### src/rtl/arth_serial_ctrl_pkg.sv
// Shared op codes, FSM states and op-decode helpers
// for the bit-serial arithmetic sequencer.
package arth_serial_ctrl_pkg;

  typedef enum logic [1:0] {
    OP_PASS = 2'b00,
    OP_ADD  = 2'b01,
    OP_SUB  = 2'b10,
    OP_INC  = 2'b11
  } op_e;

  typedef enum logic [1:0] {
    S_IDLE = 2'b00,
    S_RUN  = 2'b01,
    S_DONE = 2'b10
  } state_e;

  // SUB is a + ~b + 1 and INC is a + 0 + 1: both seed carry with 1
  function automatic logic init_cin(op_e op);
    return (op == OP_SUB) || (op == OP_INC);
  endfunction

  function automatic logic y_sel(op_e op, logic b);
    logic y;
    y = 1'b0;
    unique case (1'b1)
      (op == OP_ADD): y = b;
      (op == OP_SUB): y = ~b;
      default:        y = 1'b0;
    endcase
    return y;
  endfunction

endpackage

### src/rtl/arth_serial_ctrl_if.sv
// Operand/result handshake bundle between the CPU-side
// operand registers and the serial arithmetic sequencer.
interface arth_serial_ctrl_if #(
  parameter int WIDTH = 8
);

  logic             start_in;
  logic [1:0]       op_in;
  logic [WIDTH-1:0] a_in;
  logic [WIDTH-1:0] b_in;
  logic             ready_out;
  logic             busy_out;
  logic             done_out;
  logic [WIDTH-1:0] result_out;
  logic             carry_out;
  logic             overflow_out;

  modport master (
    output start_in,
    output op_in,
    output a_in,
    output b_in,
    input  ready_out,
    input  busy_out,
    input  done_out,
    input  result_out,
    input  carry_out,
    input  overflow_out
  );

  modport slave (
    input  start_in,
    input  op_in,
    input  a_in,
    input  b_in,
    output ready_out,
    output busy_out,
    output done_out,
    output result_out,
    output carry_out,
    output overflow_out
  );

endinterface

### src/rtl/arth_serial_ctrl_bit_cell.sv
// Shared 1-bit arithmetic cell: {cout,sum} = a + y + cin.
module arth_bit_cell (
  input  logic a,
  input  logic y,
  input  logic cin,
  output logic sum,
  output logic cout
);

  assign sum  = a ^ y ^ cin;
  assign cout = (a & y) | (cin & (a ^ y));

endmodule

### src/rtl/arth_serial_ctrl.sv
// Bit-serial PASS/ADD/SUB/INC sequencer, LSB first,
// one bit per clock through the shared 1-bit cell.
module arth_serial_ctrl
  import arth_serial_ctrl_pkg::*;
#(
  parameter int WIDTH = 8
) (
  input  logic         clk_in,
  input  logic         rst_in,
  arth_serial_ctrl_if.slave bus
);

  localparam int CNT_W = $clog2(WIDTH);
  localparam logic [CNT_W-1:0] LAST =
    CNT_W'(WIDTH - 1);

  state_e state_q;
  state_e state_d;

  logic [CNT_W-1:0] cnt_q;
  logic [WIDTH-1:0] a_sr;
  logic [WIDTH-1:0] b_sr;
  logic [WIDTH-2:0] res_sr;
  op_e              op_q;
  logic             carry_q;

  logic [WIDTH-1:0] result_q;
  logic             cout_q;
  logic             ovf_q;

  logic             accept;
  logic             last;
  logic             cell_y;
  logic             cell_sum;
  logic             cell_cout;
  logic [WIDTH-1:0] res_nx;

  assign last   = (cnt_q == LAST);
  assign cell_y = y_sel(op_q, b_sr[0]);
  assign res_nx = {cell_sum, res_sr};

  arth_bit_cell u_cell (
    .a    (a_sr[0]),
    .y    (cell_y),
    .cin  (carry_q),
    .sum  (cell_sum),
    .cout (cell_cout)
  );

  always_ff @(posedge clk_in) begin
    if (rst_in) begin
      state_q <= S_IDLE;
    end else begin
      state_q <= state_d;
    end
  end

  always_comb begin
    state_d = state_q;
    accept  = 1'b0;
    unique case (state_q)
      S_IDLE: begin
        if (bus.start_in) begin
          accept  = 1'b1;
          state_d = S_RUN;
        end
      end
      S_RUN: begin
        if (last) begin
          state_d = S_DONE;
        end
      end
      S_DONE:  state_d = S_IDLE;
      default: state_d = S_IDLE;
    endcase
  end

  always_ff @(posedge clk_in) begin
    if (rst_in) begin
      cnt_q    <= '0;
      a_sr     <= '0;
      b_sr     <= '0;
      res_sr   <= '0;
      op_q     <= OP_PASS;
      carry_q  <= 1'b0;
      result_q <= '0;
      cout_q   <= 1'b0;
      ovf_q    <= 1'b0;
    end else if (accept) begin
      cnt_q   <= '0;
      a_sr    <= bus.a_in;
      b_sr    <= bus.b_in;
      op_q    <= op_e'(bus.op_in);
      carry_q <= init_cin(op_e'(bus.op_in));
    end else if (state_q == S_RUN) begin
      cnt_q   <= cnt_q + CNT_W'(1);
      a_sr    <= a_sr >> 1;
      b_sr    <= b_sr >> 1;
      res_sr  <= res_nx[WIDTH-1:1];
      carry_q <= cell_cout;
      // carry_q is the carry into the MSB on the last bit
      if (last) begin
        result_q <= res_nx;
        cout_q   <= (op_q == OP_PASS) ? 1'b0 : cell_cout;
        ovf_q    <= (op_q == OP_PASS) ? 1'b0
                    : (carry_q ^ cell_cout);
      end
    end
  end

  assign bus.ready_out    = (state_q == S_IDLE);
  assign bus.busy_out     = (state_q == S_RUN) ||
                            (state_q == S_DONE);
  assign bus.done_out     = (state_q == S_DONE);
  assign bus.result_out   = result_q;
  assign bus.carry_out    = cout_q;
  assign bus.overflow_out = ovf_q;

endmodule
### src/flat_wrapper.sv
// flat-port wrapper written by rule: the top's interface ports become plain ports
module arth_serial_ctrl_flat import arth_serial_ctrl_pkg::*;
#(
  parameter int WIDTH = 8
)
  (clk_in, rst_in, bus_start_in, bus_op_in, bus_a_in, bus_b_in, bus_ready_out, bus_busy_out, bus_done_out, bus_result_out, bus_carry_out, bus_overflow_out);
  arth_serial_ctrl_if #(.WIDTH(WIDTH)) bus_i ();
  input  logic clk_in;
  input  logic rst_in;
  input wire logic [$bits(bus_i.start_in)-1:0] bus_start_in;
  input wire logic [$bits(bus_i.op_in)-1:0] bus_op_in;
  input wire logic [$bits(bus_i.a_in)-1:0] bus_a_in;
  input wire logic [$bits(bus_i.b_in)-1:0] bus_b_in;
  output wire logic [$bits(bus_i.ready_out)-1:0] bus_ready_out;
  output wire logic [$bits(bus_i.busy_out)-1:0] bus_busy_out;
  output wire logic [$bits(bus_i.done_out)-1:0] bus_done_out;
  output wire logic [$bits(bus_i.result_out)-1:0] bus_result_out;
  output wire logic [$bits(bus_i.carry_out)-1:0] bus_carry_out;
  output wire logic [$bits(bus_i.overflow_out)-1:0] bus_overflow_out;
  assign bus_i.start_in = bus_start_in;
  assign bus_i.op_in = bus_op_in;
  assign bus_i.a_in = bus_a_in;
  assign bus_i.b_in = bus_b_in;
  assign bus_ready_out = bus_i.ready_out;
  assign bus_busy_out = bus_i.busy_out;
  assign bus_done_out = bus_i.done_out;
  assign bus_result_out = bus_i.result_out;
  assign bus_carry_out = bus_i.carry_out;
  assign bus_overflow_out = bus_i.overflow_out;
  arth_serial_ctrl #(.WIDTH(WIDTH)) u_core (.clk_in(clk_in), .rst_in(rst_in), .bus(bus_i));
endmodule
### config.mk
export PLATFORM = sky130hd
export DESIGN_NAME = arth_serial_ctrl_flat
export DESIGN_NICKNAME = d
export VERILOG_FILES = /design/src/rtl/arth_serial_ctrl_pkg.sv /design/src/rtl/arth_serial_ctrl_if.sv /design/src/rtl/arth_serial_ctrl_bit_cell.sv /design/src/rtl/arth_serial_ctrl.sv /design/src/flat_wrapper.sv
export SDC_FILE = /design/constraint.sdc
export NUM_CORES = 1
export LEC_CHECK = 0
export ABC_AREA = 0
export ABC_CLOCK_PERIOD_IN_PS = 2400
export BUFFER_PORTS_ARGS = -buffer_cell sky130_fd_sc_hd__buf_2
export CAP_MARGIN = 5
export CORE_ASPECT_RATIO = 1.2
export CORE_MARGIN = 3
export CORE_UTILIZATION = 40
export DETAILED_ROUTE_END_ITERATION = 16
export GPL_TIMING_DRIVEN = 0
export HOLD_SLACK_MARGIN = 0.02
export PLACE_DENSITY_LB_ADDON = 0.05
export SYNTH_ARGS = -nofsm -noshare
export SYNTH_HDL_FRONTEND = slang
export SYNTH_SLANG_ARGS = --single-unit
### constraint.sdc
create_clock -name clk_in -period 2.4 [get_ports clk_in]
set_clock_uncertainty 0.2 [all_clocks]
set_input_delay 0.12 -clock clk_in [delete_from_list [all_inputs] [get_ports clk_in]]
set_output_delay 0.12 -clock clk_in [all_outputs]
set_load 0.02 [all_outputs]
## Word level (Yosys, flattened, before mapping)

Index checks and enable logic that the tools add are counted.

| cells by class | value |
|---|---|
| add/subtract/negate cells | 1 |
| multiply operators | 0 |
| div/mod/pow operators | 0 |
| magnitude comparators | 0 |
| equality and inequality tests | 9 |
| shift operators | 0 |
| multiplexer cells | 14 |
| bitwise logic cells | 8 |
| reduce and logical (&&, ||, !) cells | 9 |

Operators with widths:

| operator | count |
|---|---|
| 8-bit 2-to-1 mux | 4 |
| 2-bit equality test, second input constant | 4 |
| 1-bit 2-to-1 mux | 6 |
| 2-bit by 1-bit equality test with 1-bit output, second input constant | 2 |
| 2-bit logical NOT | 2 |
| 2-bit 2-to-1 mux | 2 |
| 2-bit one-hot mux with 2 select lines | 1 |
| 2-bit AND reduction | 2 |
| 3-bit by 1-bit adder with 3-bit output, second input constant | 1 |
| 3-bit equality test, second input constant | 1 |
| 3-bit AND reduction | 1 |
| 1-bit bitwise XOR | 3 |
| 1-bit bitwise AND | 2 |
| 1-bit logical OR | 2 |
| 2-bit by 1-bit != test with 1-bit output, second input constant | 1 |
| 2-bit != test, second input constant | 1 |
| 1-bit NOT | 2 |
| 1-bit one-hot mux with 2 select lines | 1 |
| 2-bit nonzero test | 1 |
| 2-bit OR reduction | 1 |
| 1-bit bitwise OR | 1 |

| storage, ports and cells | value |
|---|---|
| bits in registers | 41 |
| bits in latches | 0 |
| bits in writable memories | 0 |
| memory bits (read-only) | 0 |
| input port bits | 21 |
| output and inout port bits | 13 |
| logic and storage cells | 51 |
| memories | 0 |

## Logic depth before layout (Yosys ltp)

Gate-level depths: netlist of run 1.

| depth | value |
|---|---|
| depth in word-level cells | 7 |
| gate-level depth with buffers | 7 |
| depth with buffers taken out | 7 |

## By module

A second synthesis of run 1 with hierarchy kept.

| second synthesis, totals | value |
|---|---|
| cells, all modules | 189 |
| area total of the unflattened synthesis | 1780.5 µm² |

Modules (own cells, without submodules):

| module | times used | cells each | area each (µm²) | sequential area each (µm²) |
|---|---|---|---|---|
| arth_serial_ctrl | 1 | 188 | 1760.4 | 820.8 |
| arth_bit_cell | 1 | 1 | 20.0 | 0.0 |

## Least setup slack after synthesis of run 1

No wires, ideal clock.

| timing path | value |
|---|---|
| path kind | register to register |
| from | register u_core.op_q[0] |
| to | register u_core.ovf_q, in the netlist u_core.bus.overflow_out |
| setup time | 71 ps |
| arrival | 1527 ps |
| required time | 2129 ps |
| setup slack | 602 ps |
| cell stages (with the launch flop) | 8 |
| path buffers | 0 |
| period minus slack after synthesis | 1798 ps |
| cell sequence | dfxtp_1 -> nand2_1 -> nor2_1 -> a21oi_1 -> fa_1 -> xor2_1 -> or3_1 -> a21oi_1 |

| on the way | value |
|---|---|
| longest elaborated chain between the ends | 7 |
| elaborated cells on any way between the ends | 10 |
| classes of those cells | 2 x eq/ne; 2 x mux; 5 x bitwise; 1 x reduce/logical |

Ends and longest elaborated chain:

| what | line | source |
|---|---|---|
| from (decl) | arth_serial_ctrl.sv:24 | `op_e op_q;` |
| from (signal assigned) | arth_serial_ctrl.sv:93 | `op_q <= op_e'(bus.op_in);` |
| 2-bit equality test / 2-bit by 1-bit equality test with 1-bit output (equally long branches) | arth_serial_ctrl_pkg.sv:28, arth_serial_ctrl_pkg.sv:27 |  |
| 1-bit one-hot mux with 2 select lines | arth_serial_ctrl_pkg.sv:26 | `unique case (1'b1)` |
| 1-bit bitwise XOR | arth_serial_ctrl_bit_cell.sv:11 | `assign cout = (a & y) \| (cin & (a ^ y));` |
| 1-bit bitwise AND | arth_serial_ctrl_bit_cell.sv:11 |  |
| 1-bit bitwise OR | arth_serial_ctrl_bit_cell.sv:11 |  |
| 1-bit bitwise XOR | arth_serial_ctrl.sv:106 | `: (carry_q ^ cell_cout);` |
| 1-bit 2-to-1 mux (*) | arth_serial_ctrl.sv:105 | `ovf_q <= (op_q == OP_PASS) ? 1'b0` |
| to (signal assigned) | arth_serial_ctrl.sv:105 |  |
| to (decl) | arth_serial_ctrl.sv:29 | `logic ovf_q;` |

Mark *: on every way between the ends. The rest lies on a longest branch, timed or not.
A chain may end at the register's enable or synchronous reset.

## Worst setup path in the final report of run 1

Ends and elaborated chain as after synthesis.

==> flow_summary.json, run 1 <==
{
  "outcome": "complete, no violations",
  "synth_seq_cells": 41,
  "dp_hpwl_mm": 2.781,
  "finalPower_mw": 2.263,
  "grt_pass1_wl_mm": 6.320,
  "clock_latency_ns": 0.29,
  "design_area_um2": 2310,
  "antenna_found_initial": 0,
  "drtPass1Iterations": 4,
  "drtIter0Drc": 47,
  "holdWs_ns": 0.05933,
  "clock_sinks": 41,
  "startpoint": "u_core.op_q[0]$_SDFFE_PP0P_",
  "hold_viol": 0,
  "worstPathRequired_ns": 2.43,
  "root_buffer": "clkbuf_8",
  "diodes": 0,
  "drt_wl_total_mm": 3.695,
  "boundaryPins": 34,
  "io_buffers": 32,
  "min_path_type": "in -> reg",
  "avgRoutedWirePerCell_um": 12.11,
  "place_congestion": 0.7357,
  "grt_pass1_vias": 1434,
  "drc": 0,
  "overflow": 0,
  "fillers": 431,
  "antenna_left": 0,
  "synthArstFlopShare": 0,
  "start_util": 0.4158,
  "die_area_um2": 5305,
  "grt_max_degree": 13,
  "drive_above_1_share": 0.2048,
  "postSynthCellCount": 191,
  "synth_area_per_cell_um2": 9.348,
  "die_h_um": 79.19,
  "drv_slew": 0,
  "yosysWarnings": 0,
  "leakage_nw": 0.9272,
  "fin_tns_setup_ns": 0,
  "ctsHtreeMaxLevel": 2,
  "post_cts_resized": 0,
  "utilization": 0.5379,
  "std_cell_rows": 26,
  "tightest_slew_ns": 0.5520,
  "clock_path_buffers": 2,
  "power_per_cell_area_nw_per_um2": 979.9,
  "synth_area_um2": 1785,
  "fin_crit_ns": 1.895,
  "cts_tree": "done",
  "worstPathMaxFanout": 4,
  "clkSlewWorstSetupHoldPaths_ns": 0.08,
  "ir_drop_mv": 0.6036,
  "yosys.cell_types.count": 29,
  "vias_per_cell": 4.770,
  "die_w_um": 66.99,
  "setup_violations": 0,
  "dpl_cell_area_um2": 2016,
  "fin_crit_sh": 0.7895,
  "worstSetupPathType": "reg -> reg",
  "synth_fp_nets": 220,
  "end_kind": "register",
  "synth-main-ff-cell": "dfxtp_1",
  "maxCapViolCount": 0,
  "rr_startpoint": "u_core.op_q[0]$_SDFFE_PP0P_",
  "max_freq_ghz": 0.5278,
  "rrSetupSlack_ns": 0.51,
  "cts_buffers": 5,
  "grtUsageTotal": 0.1556,
  "crit_path_start_kind": "register",
  "area_growth_pct": 29.36,
  "cts_setup_buffers": 0,
  "rsz0062_at_grt": "false",
  "cp.arrival_ns": 1.92,
  "max_slew_margin": 0.6320,
  "worstHoldStart": "bus_start_in",
  "vias": 1455,
  "yosysSeqAreaShare": 0.4597,
  "finalNetCount": 278,
  "core_area_um2": 4294,
  "synth_edf_count": 0
}
worst max-delay path, cell delays in order (launching register included):
cell	delay [ns]
dfxtp_1	0.38
nand2_1	0.06
nor2_1	0.08
a21oi_1	0.05
fa_1	0.43
xor2_1	0.16
or3_1	0.34
a21oi_1	0.13
area by class of cell:
type	count	area, µm²	area share
multi-input cells	132	864.6	0.3743
flip-flops and latches	41	820.8	0.3554
repair buffers	51	350.3	0.1517
plain buffers	14	85.08	0.03684
well taps	56	70.07	0.03034
clock buffers	5	68.82	0.02979
clock inverters	2	35.03	0.01517
inverters	4	15.01	0.006501
metrics by stage:
| step | setup slack [ns] | cells |
|---|---|---|
| 2_1_floorplan | 0.6023 | 191 |
| 3_3_place_gp | 0.5093 | 279 |
| 3_5_place_dp | 0.5051 | 279 |
| 4_1_cts | 0.4748 | 305 |
| 5_1_grt | 0.3471 | 305 |
| 6_report | 0.5053 | 305 |
per-layer routing:
| layer | global-route usage | up-vias | routed length (µm) |
|---|---|---|---|
| li1 | - | 762 | - |
| met1 | 0.1769 | 659 | 1561 |
| met2 | 0.2738 | 28 | 1923 |
| met3 | 0.04668 | 6 | 157 |
| met4 | 0.04868 | 0 | 53 |
| met5 | 0 | - | 0 |
synth_stat cells, types with 2 or more instances:
cell type   n  area [µm²]
buf_2       2       10.01
a21oi_1    16       80.08
nand2_1    25       93.84
nor2_1     25       93.84
a211oi_1   15       112.6
buf_1       2       7.510
ha_1        7       87.58
or3b_1      2       17.52
o21ai_0     2       10.01
inv_1       4       15.01
and2_1      2       12.51
dfxtp_1    41       820.8
nor3_1      3       15.01
nand3b_1    2       15.01
buf_6       3       33.78
buf_4       2       15.01
clkbuf_1    5       18.77
mux2i_1    22       220.2
final timing paths:
kind / to / cells past startpoint
min: u_core.state_q[0]$_SDFFE_PP0P_ / 4
max: u_core.bus.overflow_out$_SDFFE_PP0P_ / 7
max reg2reg: u_core.bus.overflow_out$_SDFFE_PP0P_ / 7
min reg2reg: u_core.bus.overflow_out$_SDFFE_PP0P_ / 2
kinds of logic (layout without fill, tap and decap cells):
group                      after synthesis  count (layout)  share of synthesized area
buffers and inverters                   18              76                    0.05606
and+or+nand+nor                         64              64                     0.1612
AOI/OAI and AO/OA                       36              36                     0.1296
xor gates and xnor gates                 2               2                   0.009813
muxes                                   22              22                     0.1233
adders and majority gates                8               8                    0.06026
DFF                                     41              41                     0.4597
placed cells by master (no fill, tap or decap), types with 2 or more instances in the layout:
cell type	synthesis	routed
dfxtp_1	41	41
buf_2	2	34
nor2_1	25	25
nand2_1	25	25
mux2i_1	22	22
dlygate4sd3_1	0	19
a21oi_1	16	16
a211oi_1	15	15
ha_1	7	7
clkbuf_1	5	5
clkbuf_8	0	5
inv_1	4	4
buf_6	3	3
nor3_1	3	3
buf_4	2	2
or3b_1	2	2
o21ai_0	2	2
buf_1	2	2
and2_1	2	2
nand3b_1	2	2
power by group:
part	internal [mW]	switching, mW	leakage (nW)	total, mW
sequential	0.808	0.0813	0.335	0.890
clock	0.302	0.230	0.0540	0.532
combinational	0.391	0.451	0.538	0.842
timing repair:
item | in CTS | in global routing
hold buffers | 19 | 0
endpoints found under the hold margin | 20 | 0
setup endpoints to repair | 0 | 0
flip-flops by register name (all words and copies together) (netlist names), 2 cells and up:
signal / flops
u_core.res_sr: 7
u_core.state_q: 2
u_core.cnt_q: 3
u_core.b_sr: 8
u_core.bus.result_out: 8
u_core.op_q: 2
u_core.a_sr: 8
No activity file was read; power rests on OpenSTA's default activity.
==> run 2: changes to the inputs <==
--- a/config.mk
+++ b/config.mk
@@ -6,7 +6,7 @@
 export NUM_CORES = 1
 export LEC_CHECK = 0
 export ABC_AREA = 0
-export ABC_CLOCK_PERIOD_IN_PS = 2400
+export ABC_CLOCK_PERIOD_IN_PS = 1710
 export BUFFER_PORTS_ARGS = -buffer_cell sky130_fd_sc_hd__buf_2
 export CAP_MARGIN = 5
 export CORE_ASPECT_RATIO = 1.2
==> constraint.sdc (replaced) <==
create_clock -name clk_in -period 1.71 [get_ports clk_in]
set_clock_uncertainty 0.2 [all_clocks]
set_input_delay 0.0855 -clock clk_in [delete_from_list [all_inputs] [get_ports clk_in]]
set_output_delay 0.0855 -clock clk_in [all_outputs]
set_load 0.02 [all_outputs]
==> flow_summary.json, run 2 (synthesis results as in run 1) <==
{
  "area_growth_pct": 32.10,
  "cts_tree": "done",
  "worstPathRequired_ns": 1.73,
  "cp_slowest_cell": "fa_2",
  "drtPass1Iterations": 4,
  "antenna_left": 0,
  "clock_sinks": 41,
  "std_cell_rows": 26,
  "crit_path_start_kind": "register",
  "clkSlewWorstSetupHoldPaths_ns": 0.08,
  "fillers": 451,
  "fin_crit_ns": 1.805,
  "core_area_um2": 4294,
  "final_common_cell": "dfxtp_1",
  "worstSetupPathType": "reg -> reg",
  "grt_pass1_wl_mm": 6.196,
  "setup_violations": 2,
  "worstPathMaxFanout": 3,
  "power_per_cell_area_nw_per_um2": 1317,
  "grt_pass1_vias": 1413,
  "drt_wl_total_mm": 3.712,
  "drv_slew": 0,
  "start_util": 0.4158,
  "cp.arrival_ns": 1.83,
  "boundaryPins": 34,
  "end_kind": "register",
  "ir_drop_mv": 0.7066,
  "io_buffers": 32,
  "root_buffer": "clkbuf_8",
  "ctsHtreeMaxLevel": 2,
  "die_h_um": 79.19,
  "clock_latency_ns": 0.29,
  "outcome": "complete, but fails checks",
  "finalPower_mw": 3.106,
  "final_cells": 308,
  "die_area_um2": 5305,
  "grt_max_degree": 14,
  "placed_cells": 279,
  "finalNetCount": 280,
  "place_congestion": 0.7318,
  "violations": "setup timing",
  "overflow": 0,
  "drive_above_1_share": 0.2778,
  "min_path_type": "reg -> reg",
  "clock_path_buffers": 2,
  "leakage_nw": 0.9339,
  "cts_buffers": 5,
  "drtIter0Drc": 48,
  "setup_ws_ns": -0.09514,
  "drc": 0,
  "hold_viol": 0,
  "diodes": 0,
  "vias_per_cell": 4.763,
  "path_cells": "nand2_2 -> nor2_4 -> a21oi_2 -> fa_2 -> xor2_1 -> or3_1 -> a21oi_1",
  "grtUsageTotal": 0.1539,
  "maxCapViolCount": 0,
  "max_slew_margin": 0.6494,
  "fin_crit_sh": 1.056,
  "die_w_um": 66.99,
  "rsz0062_at_grt": "true",
  "vias": 1467,
  "dp_hpwl_mm": 2.646,
  "max_freq_ghz": 0.5540,
  "antenna_found_initial": 0,
  "tightest_slew_ns": 0.5260,
  "slowest_delay_ns": 0.37,
  "avgRoutedWirePerCell_um": 12.05,
  "final_cell_mix": "36 x dfxtp_1, 32 x buf_2, 24 x nor2_1"
}
## run 2: timing repair
action                     CTS  global route
setup endpoints to repair   13            23
buffers inserted             1             1
resized for setup           10             9
pin swaps                    1             1
hold buffers                19             1
hold endpoints to repair    22             1
## run 2: through the flow
stage | hold WS (ns) | TNS [ns] | instance area (µm²) | util | worst slack (ns)
after global routing | 0.2727 | -0.3630 | 2359 | 0.5492 | -0.2073
after global placement | 0.1288 | -0.2316 | 2018 | 0.4700 | -0.1195
after detailed placement | 0.1342 | -0.3801 | 2018 | 0.4700 | -0.1520
after floorplan | 0.02147 | -0.02776 | 1788 | - | -0.02776
final | 0.2514 | -0.1779 | 2359 | 0.5492 | -0.09514
after CTS | -0.09947 | -0.1057 | 2323 | 0.5411 | -0.1057
## run 2: final timing paths
path,startpoint,end,slack (ns),cells after the start
setup / recovery,u_core.op_q[0]$_SDFFE_PP0P_,u_core.bus.overflow_out$_SDFFE_PP0P_,-0.1,7
hold / removal,u_core.bus.overflow_out$_SDFFE_PP0P_,u_core.bus.overflow_out$_SDFFE_PP0P_,0.25,2
setup reg to reg,u_core.op_q[0]$_SDFFE_PP0P_,u_core.bus.overflow_out$_SDFFE_PP0P_,-0.1,7
hold reg to reg,u_core.bus.overflow_out$_SDFFE_PP0P_,u_core.bus.overflow_out$_SDFFE_PP0P_,0.25,2
## run 2: cell type report
type	instances	area (µm²)	share of cell area
multi-input cells	132	893.4	0.3788
plain buffers	13	91.34	0.03873
repair buffers	54	375.4	0.1592
well taps	56	70.07	0.02971
flip-flops and latches	41	827.0	0.3507
clock buffers	5	68.82	0.02918
clock inverters	3	17.52	0.007427
inverters	4	15.01	0.006366
## run 2: report_power, final
| part | internal [mW] | switching, mW | leakage [nW] | total, mW |
|---|---|---|---|---|
| clock | 0.281 | 0.323 | 0.0439 | 0.604 |
| sequential | 1.14 | 0.119 | 0.337 | 1.26 |
| combinational | 0.596 | 0.644 | 0.553 | 1.24 |
## run 2: worst max-delay path, delay by kind of cell, from the launching register on
family	cells	cell delay, ns
simple gates	3	0.49
fa+ha+maj	1	0.37
flops	1	0.36
compound gates	2	0.17
xor+xnor	1	0.15
## run 2: routing by layer
metal | up-vias | global-route usage | routed length (µm)
met1 | 665 | 0.1683 | 1548
met4 | 0 | 0.04868 | 51
li1 | 763 | - | -
met2 | 34 | 0.2808 | 1939
met5 | - | 0 | 0
met3 | 5 | 0.04243 | 173
